<file path="config.mk">
export PLATFORM = sky130hd
export DESIGN_NAME = cdb_broadcaster
export DESIGN_NICKNAME = d
export VERILOG_FILES = /design/src/rtl/cdb_broadcaster.sv
export SDC_FILE = /design/constraint.sdc
export NUM_CORES = 1
export LEC_CHECK = 0
export BUFFER_PORTS_ARGS = -buffer_cell sky130_fd_sc_hd__buf_2
export CORE_MARGIN = 5
export CORE_UTILIZATION = 36
export DETAILED_ROUTE_END_ITERATION = 8
export GPL_TIMING_DRIVEN = 0
export SYNTH_ARGS = -nofsm -noshare
export SYNTH_HDL_FRONTEND = slang
export SYNTH_SLANG_ARGS = --single-unit
</file>
<file path="constraint.sdc">
create_clock -name clock -period 8.2 [get_ports clock]
set_input_delay 1.23 -clock clock [delete_from_list [all_inputs] [get_ports clock]]
set_output_delay 1.23 -clock clock [all_outputs]
set_load 0.03 [all_outputs]
</file>
<file path="src/rtl/cdb_broadcaster.sv">
// Common Data Bus producer: per-FU one-entry holding registers, a round-robin
// arbiter granting up to CDB_WIDTH results per cycle, and a registered CDB.
module cdb_broadcaster #(
    parameter int NUM_FU    = 5,
    parameter int CDB_WIDTH = 3,
    parameter int ROBLEN    = 32,
    parameter int XLEN      = 32,
    parameter int TAG_W     = $clog2(ROBLEN),
    parameter int DATA_W    = XLEN
) (
    input  logic                               clock,
    input  logic                               reset,
    input  logic                               squash,
    input  logic [NUM_FU-1:0]                  fu_valid,
    input  logic [NUM_FU-1:0][TAG_W-1:0]       fu_tag,
    input  logic [NUM_FU-1:0][DATA_W-1:0]      fu_value,
    output logic [NUM_FU-1:0]                  fu_ready,
    output logic [CDB_WIDTH-1:0]               cdb_valid,
    output logic [CDB_WIDTH-1:0][TAG_W-1:0]    cdb_tag,
    output logic [CDB_WIDTH-1:0][DATA_W-1:0]   cdb_value
);

    localparam int PTR_W = (NUM_FU > 1) ? $clog2(NUM_FU) : 1;

    logic [NUM_FU-1:0]                  hold_valid;
    logic [NUM_FU-1:0][TAG_W-1:0]       hold_tag;
    logic [NUM_FU-1:0][DATA_W-1:0]      hold_value;
    logic [PTR_W-1:0]                   rr_ptr;
    logic [PTR_W-1:0]                   rr_next;
    logic [NUM_FU-1:0]                  grant;
    logic [CDB_WIDTH-1:0]               slot_used;
    logic [CDB_WIDTH-1:0][PTR_W-1:0]    slot_sel;

    // Scan from rr_ptr with wrap; the k-th pending entry found lands in slot k.
    always_comb begin
        int               idx;
        int               cnt;
        int               last;
        logic [PTR_W-1:0] idx_p;
        grant     = '0;
        slot_used = '0;
        slot_sel  = '0;
        idx       = 0;
        idx_p     = '0;
        cnt       = 0;
        last      = int'(rr_ptr);
        for (int j = 0; j < NUM_FU; j++) begin
            idx = int'(rr_ptr) + j;
            if (idx >= NUM_FU) begin
                idx = idx - NUM_FU;
            end
            idx_p = PTR_W'(idx);
            if (hold_valid[idx_p] && (cnt < CDB_WIDTH)) begin
                grant[idx_p] = 1'b1;
                for (int k = 0; k < CDB_WIDTH; k++) begin
                    if (k == cnt) begin
                        slot_used[k] = 1'b1;
                        slot_sel[k]  = idx_p;
                    end
                end
                cnt  = cnt + 1;
                last = idx;
            end
        end
        if (cnt == 0) begin
            rr_next = rr_ptr;
        end else if (last == NUM_FU - 1) begin
            rr_next = '0;
        end else begin
            rr_next = PTR_W'(last + 1);
        end
    end

    // A granted entry frees its holding register this cycle, so it can reload with no bubble.
    assign fu_ready = ~{NUM_FU{squash}} & (~hold_valid | grant);

    always_ff @(posedge clock or negedge reset) begin
        if (!reset) begin
            hold_valid <= '0;
            hold_tag   <= '0;
            hold_value <= '0;
        end else if (squash) begin
            hold_valid <= '0;
        end else begin
            for (int i = 0; i < NUM_FU; i++) begin
                if (fu_valid[i] && fu_ready[i]) begin
                    hold_valid[i] <= 1'b1;
                    hold_tag[i]   <= fu_tag[i];
                    hold_value[i] <= fu_value[i];
                end else if (grant[i]) begin
                    hold_valid[i] <= 1'b0;
                end
            end
        end
    end

    always_ff @(posedge clock or negedge reset) begin
        if (!reset) begin
            cdb_valid <= '0;
            cdb_tag   <= '0;
            cdb_value <= '0;
            rr_ptr    <= '0;
        end else if (squash) begin
            cdb_valid <= '0;
            cdb_tag   <= '0;
            cdb_value <= '0;
            rr_ptr    <= '0;
        end else begin
            for (int k = 0; k < CDB_WIDTH; k++) begin
                cdb_valid[k] <= slot_used[k];
                cdb_tag[k]   <= slot_used[k] ? hold_tag[slot_sel[k]]   : '0;
                cdb_value[k] <= slot_used[k] ? hold_value[slot_sel[k]] : '0;
            end
            rr_ptr <= rr_next;
        end
    end

endmodule

</file>
# Word level (Yosys, flattened, before mapping)
# Index checks and enable logic that the tools add are counted.
[totals]
inputBits = 193
ff_bits = 307
word_cells = 216
[classes]
reduce_logical = 29
magnitude_cmp = 22
n_eq_ne = 10
addsub = 14
muxes = 109
n_bitwise = 9
[ops]
columns = ["operator", "count"]
rows = [
  ["2-to-1 mux 32 bit", 20],
  ["binary-select mux 32 bit (select 3 bit)", 3],
  ["zero test 32 bit", 5],
  ["adder 32 x 2 -> 32 bit, second input constant", 4],
  ["equality test 2 x 32 -> 1 bit, first input constant", 4],
  ["equality test 3 x 32 -> 1 bit, first input constant", 4],
  ["less-than comparator 32 x 3 -> 1 bit, second input constant", 4],
  ["2-to-1 mux 96 bit", 1],
  ["2-to-1 mux 3 bit", 21],
  ["2-to-1 mux 5 bit", 12],
  ["binary-select mux 5 bit (select 3 bit)", 3],
  ["2-to-1 mux 9 bit", 4],
  ["2-to-1 mux 1 bit", 34],
  ["equality test 32 x 4 -> 1 bit, second input constant", 1],
  ["less-than comparator 3 x 4 -> 1 bit, second input constant", 8],
  ["bitwise OR 5 bit", 5],
  ["subtractor 4 x 3 -> 5 bit, second input constant", 4],
  [">= comparator 4 x 3 -> 1 bit, second input constant", 4],
  ["binary-select mux 1 bit (select 3 bit)", 5],
  ["demux 1 bit (select 3 bit)", 5],
  [">= comparator 3 x 1 -> 1 bit, second input constant", 5],
  ["2-to-1 mux 15 bit", 1],
  ["nonzero test 3 bit", 5],
  ["logical AND 1 bit", 14],
  ["other kinds (11)", 17],
]

# Longest topological paths before layout
[depth]
word_depth = 22
depth_mapped = 36
ltp_nobuf = 29

# Worst setup path before layout
# No wires, ideal clock.
[synth_timing]
path_type = "register to register"
startpoint = "register rr_ptr[1]"
endpoint = "register hold_tag[20] (netlist bit)"
arrival_time_ns = 7.426
path_stages_with_launch = 31
path_buffers = 6
required_ns = 8.075
setup_slack_ns = 0.649
setup_ns = 0.125
cell_sequence = "dfrtp_1 > clkbuf_1 > inv_1 > ha_1 > ha_1 > buf_2 > o32a_1 > a2111oi_2 > a31oi_1 > inv_2 > ha_1 > a21oi_1 > and3_1 > nor2_1 > ha_1 > a21oi_1 > nor4b_4 > buf_4 > clkbuf_1 > xnor2_1 > inv_1 > ha_1 > nor2b_1 > nand3_1 > nand4_1 > a21oi_1 > a21oi_1 > and2_1 > clkbuf_1 > clkbuf_1 > mux2_2"
[synth_via]
elab_chain_cells = 21
word_cells_on_any_way = 82
classes_between = "add/sub: 12; order compare: 19; mux: 34; bitwise: 6; reduce/logical: 11"
[synth_lines]
columns = ["element", "line_no", "text"]
rows = [
  ["from (decl)", "28", "logic [PTR_W-1:0] rr_ptr;"],
  ["from (signal assigned)", "114", "rr_ptr <= rr_next;"],
  ["subtractor 3 x 3 -> 4 bit or >= comparator 3 bit (tied branches)", "50, 49", ""],
  ["2-to-1 mux 32 bit", "49", "if (idx >= NUM_FU) begin"],
  ["binary-select mux 1 bit (select 3 bit)", "53", "if (hold_valid[idx_p] && (cnt < CDB_WIDTH)) begin"],
  ["2-to-1 mux 1 bit (implied by the code)", "53", ""],
  ["2-to-1 mux 1 bit", "53", ""],
  ["less-than comparator 32 x 3 -> 1 bit", "53", ""],
  ["logical AND 1 bit", "53", ""],
  ["2-to-1 mux 32 bit", "53", ""],
  ["(+6 left out)", "-", ""],
  ["less-than comparator 32 x 3 -> 1 bit", "53", ""],
  ["logical AND 1 bit", "53", ""],
  ["2-to-1 mux 5 bit *", "53", ""],
  ["bitwise OR 5 bit *", "75", "assign fu_ready = ~{NUM_FU{squash}} & (~hold_valid | grant);"],
  ["bitwise AND 5 bit *", "75", ""],
  ["named net fu_ready[4]", "17", "output logic [NUM_FU-1:0] fu_ready,"],
  ["logical AND 1 bit *", "86", "if (fu_valid[i] && fu_ready[i]) begin"],
  ["AND reduction 2 bit (no source line) *", "-", ""],
  ["to (signal, indexed assignment)", "88", "hold_tag[i] <= fu_tag[i];"],
  ["to (decl)", "26", "logic [NUM_FU-1:0][TAG_W-1:0] hold_tag;"],
]
# The timed path passes the listed nets; every way through them passes the cells marked *. The select of a mux whose other input is x is not followed.
# A chain may end at the register's enable or synchronous reset.

# Final worst setup path
[layout_timing]
startpoint = "register rr_ptr[0]"
endpoint = "output fu_ready[1]"
[layout_via]
elab_chain_cells = 19
word_cells_on_any_way = 80
classes_between = "add/sub: 12; order compare: 19; mux: 34; bitwise: 6; reduce/logical: 9"
[layout_lines]
columns = ["element", "line_no"]
rows = [
  ["subtractor 3 x 3 -> 4 bit or >= comparator 3 bit (tied branches)", "50, 49"],
  ["2-to-1 mux 32 bit", "49"],
  ["binary-select mux 1 bit (select 3 bit)", "53"],
  ["2-to-1 mux 1 bit (implied by the code)", "53"],
  ["2-to-1 mux 1 bit", "53"],
  ["less-than comparator 32 x 3 -> 1 bit", "53"],
  ["logical AND 1 bit", "53"],
  ["2-to-1 mux 32 bit", "53"],
  ["(+3 left out)", "-"],
  ["less-than comparator 32 x 3 -> 1 bit", "53"],
  ["logical AND 1 bit", "53"],
  ["2-to-1 mux 32 bit", "53"],
  ["less-than comparator 32 x 3 -> 1 bit", "53"],
  ["logical AND 1 bit", "53"],
  ["2-to-1 mux 5 bit *", "53"],
  ["bitwise OR 5 bit *", "75"],
  ["bitwise AND 5 bit *", "75"],
  ["to (decl)", "17"],
]
# Mark *: on every way between the ends. The rest lies on a longest branch, timed or not. The select of a mux whose other input is x is not followed.

==> summary.md <==
| Metric | Value |
|---|---|
| Status | `completed` |
| Clock root cell | `clkbuf_16` |
| DR DRC count | `0` |
| Clock transition at path regs | `0.06 ns` |
| Grt ovf | `0` |
| Setup crit end kind | `primary output` |
| Slew HR | `42.1%` |
| Post-synthesis area per instance | `11.7 µm²` |
| Req. time, crit path | `6.97 ns` |
| Slew Viols, Final | `0` |
| Synth Flop Type | `dfrtp_1` |
| Synth warn | `0` |
| Fin crit period | `7.92 ns` |
| Max incr delay on CP | `0.37 ns` |
| Delay-heaviest family, CP | `buffers and inverters` |
| Commonest non-fill, non-tap cells in the layout | `339 x buf_2, 305 x dfrtp_1, 218 x mux2_2` |
| # fillers | `4293` |
| First-pass GRT wire length | `93000 µm` |
| CTS tree | `done` |
| P&R area growth vs syn | `25.5%` |
| Post-synth EDFFs | `0` |
| Vias/cell | `5.74` |
| DIE WIDTH | `226 µm` |
| Die area | `51100 µm²` |
| Pin slew with the least headroom to its limit | `0.868 ns` |
| Final nets | `2047` |
| Commonest non-fill, non-tap cell in the layout | `buf_2` |
| Clock skew | `0.0272 ns` |
| Initial core utilization | `36.3%` |
| First-pass DRT Iterations | `6` |
| Footprint of the multi-input gates | `8780 µm²` |
| DP HPWL | `44900 µm` |
| Iter 0 DRT Violations | `1233` |
| Clk buf depth | `3` |
| Max cap viols | `0` |
| Final-report hold violation count | `0` |
| WL final | `63500 µm` |
| Vias in the first global route | `14500` |
| Kind of critical path | `reg2out` |
| Worst Path Buf+Inv | `9` |
| Crit-path max FO | `10` |
| Vias | `14100` |
| Slowest CP cell | `mux2_2` |
| Post-synth cell types | `79` |
| Hold buffer count at CTS | `0` |
| Setup_tns | `0 ns` |
| Mapped Nets | `1661` |
| Layout cells sized above 1 | `42.1%` |
| Critical Path AT | `6.69 ns` |
| Count of state elements after synthesis | `307` |
| PortBufs | `310` |
| FFs w/ async S/R, synth | `100%` |
| All-Layer GR Usage | `24.1%` |
| Fmax | `126 MHz` |
| H-tree depth | `2` |
| Core region area | `46400 µm²` |
| Most used cell, CP | `nor2_1` |
| Routed Antenna Nets | `0` |
| Critical path startpoint category | `register` |
| Rows | `79` |
| RD Place Congestion | `0.918` |
| Clk sink count | `307` |
| Mean routed wirelength per cell | `25.8 µm` |
| CTS Buf Count | `37` |
| Final setup fails | `0` |
| Pin count of the biggest net entering global routing | `119` |
| FF/Latch Area | `7680 µm²` |
| Synth Instances | `1441` |
| Io pins | `312` |
| Initial antenna violation count | `5` |
| Worst skew pair latency | `0.56 ns` |
| Syn Std Cell Area | `16800 µm²` |
| Hold Crit Class | `reg2reg` |
| Seq/Total Area, Yosys | `45.7%` |
| Crit share post-route | `96.6%` |
| Die extent in y | `226 µm` |
cells by family after synthesis:
| group | count (synthesis) | synth area share (%) |
|---|---|---|
| muxes | 414 | 27.0 |
| DFF | 307 | 45.7 |
| xor gates and xnor gates | 6 | 0.312 |
| buffers and inverters | 118 | 3.53 |
| AOI/OAI and AO/OA | 302 | 13.6 |
| and+or+nand+nor | 267 | 7.74 |
| adders and majority gates | 27 | 2.10 |
flip-flops by register name, indices dropped and copies added, names as in the netlist:
register,cells
cdb_valid,3
hold_valid,5
cdb_value,96
rr_ptr,3
cdb_tag,15
hold_value,160
hold_tag,25
worst reg2reg max path: cells and delay by family (launching register included):
kind / cells / cell delay (ns)
and+or+nand+nor: 9 / 1.80
xor gates and xnor gates: 1 / 0.14
adders and majority gates: 4 / 1.15
DFF: 1 / 0.35
AOI/OAI and AO/OA: 9 / 1.94
buffers and inverters: 10 / 1.94
muxes: 1 / 0.37
cells in the mapped netlist (3+ instances only):
cell type	n	area share, %
a21oi_1	32	0.95
a311oi_1	3	0.16
a211oi_1	9	0.40
and3_1	9	0.33
or3_1	5	0.19
nand4_1	8	0.30
inv_1	20	0.45
nand2_1	78	1.7
o22ai_1	5	0.19
or2_2	7	0.26
buf_4	14	0.62
clkbuf_1	38	0.85
o2111ai_1	3	0.16
mux2i_1	153	9.1
nand3_1	20	0.60
and2_1	10	0.37
nand2b_1	11	0.41
o31a_1	4	0.21
a211o_1	3	0.16
o221ai_1	40	2.1
a22oi_1	40	1.8
nor3_1	6	0.18
buf_6	7	0.47
ha_1	25	1.9
dfrtp_1	307	46
o21ai_0	60	1.8
a221o_1	40	2.4
a31oi_1	9	0.33
nand3b_1	4	0.18
mux2_2	218	15
o31ai_1	6	0.27
o211ai_1	8	0.36
nor2_1	80	1.8
mux2_4	20	1.8
buf_2	36	1.1
mux2_1	23	1.5
xnor2_1	4	0.21
nor2b_1	15	0.56
through the flow:
step | instance area (µm²) | std cells | setup WS (ns) | hold slack (ns) | util, %
6_report | 21100 | 2461 | 0.278 | 0.545 | 45.5
5_1_grt | 21100 | 2461 | -0.00490 | 0.572 | 45.5
4_1_cts | 20900 | 2448 | 0.0197 | 0.544 | 45.1
3_5_place_dp | 19200 | 2360 | -2.36 | 0.532 | 41.4
3_3_place_gp | 19100 | 2358 | -2.35 | 0.521 | 41.3
2_1_floorplan | 16800 | 1441 | 0.649 | 0.497 | -
final cells by class:
| cell class | instances | area share, % |
|---|---|---|
| Antenna cell | 2 | 0.0237 |
| Buffer | 95 | 2.68 |
| Clock buffer | 47 | 4.90 |
| Clock inverter | 17 | 1.31 |
| Inverter | 21 | 0.427 |
| Multi-Input combinational cell | 1016 | 41.6 |
| Sequential cell | 307 | 36.4 |
| Tap cell | 607 | 3.60 |
| Timing Repair Buffer | 349 | 9.10 |
worst paths after layout:
path | slack, ns | from | to | cells past startpoint
max in group asynchronous | 6.08 | reset | hold_value[71] | 3
hold / removal | 0.55 | hold_value[42] | hold_value[42] | 1
min in group asynchronous | 0.61 | reset | cdb_tag[1] | 1
hold reg to reg | 0.55 | hold_value[42] | hold_value[42] | 1
setup reg to reg | 0.37 | rr_ptr[0] | cdb_value[49] | 34
setup / recovery | 0.28 | rr_ptr[0] | fu_ready[1] | 30
metal layers:
layer  up-vias  share of wire, %  GRT usage [%]
met1      7210                44           33.5
met3       131               6.4           3.74
li1       6187                 -              -
met5         -             0.043              0
met2       593                46           37.8
met4         4               3.6           9.59
what timing repair did:
| item | in CTS | in global routing |
|---|---|---|
| pin swaps | 7 | 9 |
| endpoints found under the setup margin | 307 | 173 |
| resized for setup | 57 | 28 |
| buffers inserted | 25 | 12 |
Power is not shown: default switching activity piles up to over one toggle a cycle in this logic, so the estimate is an artifact.
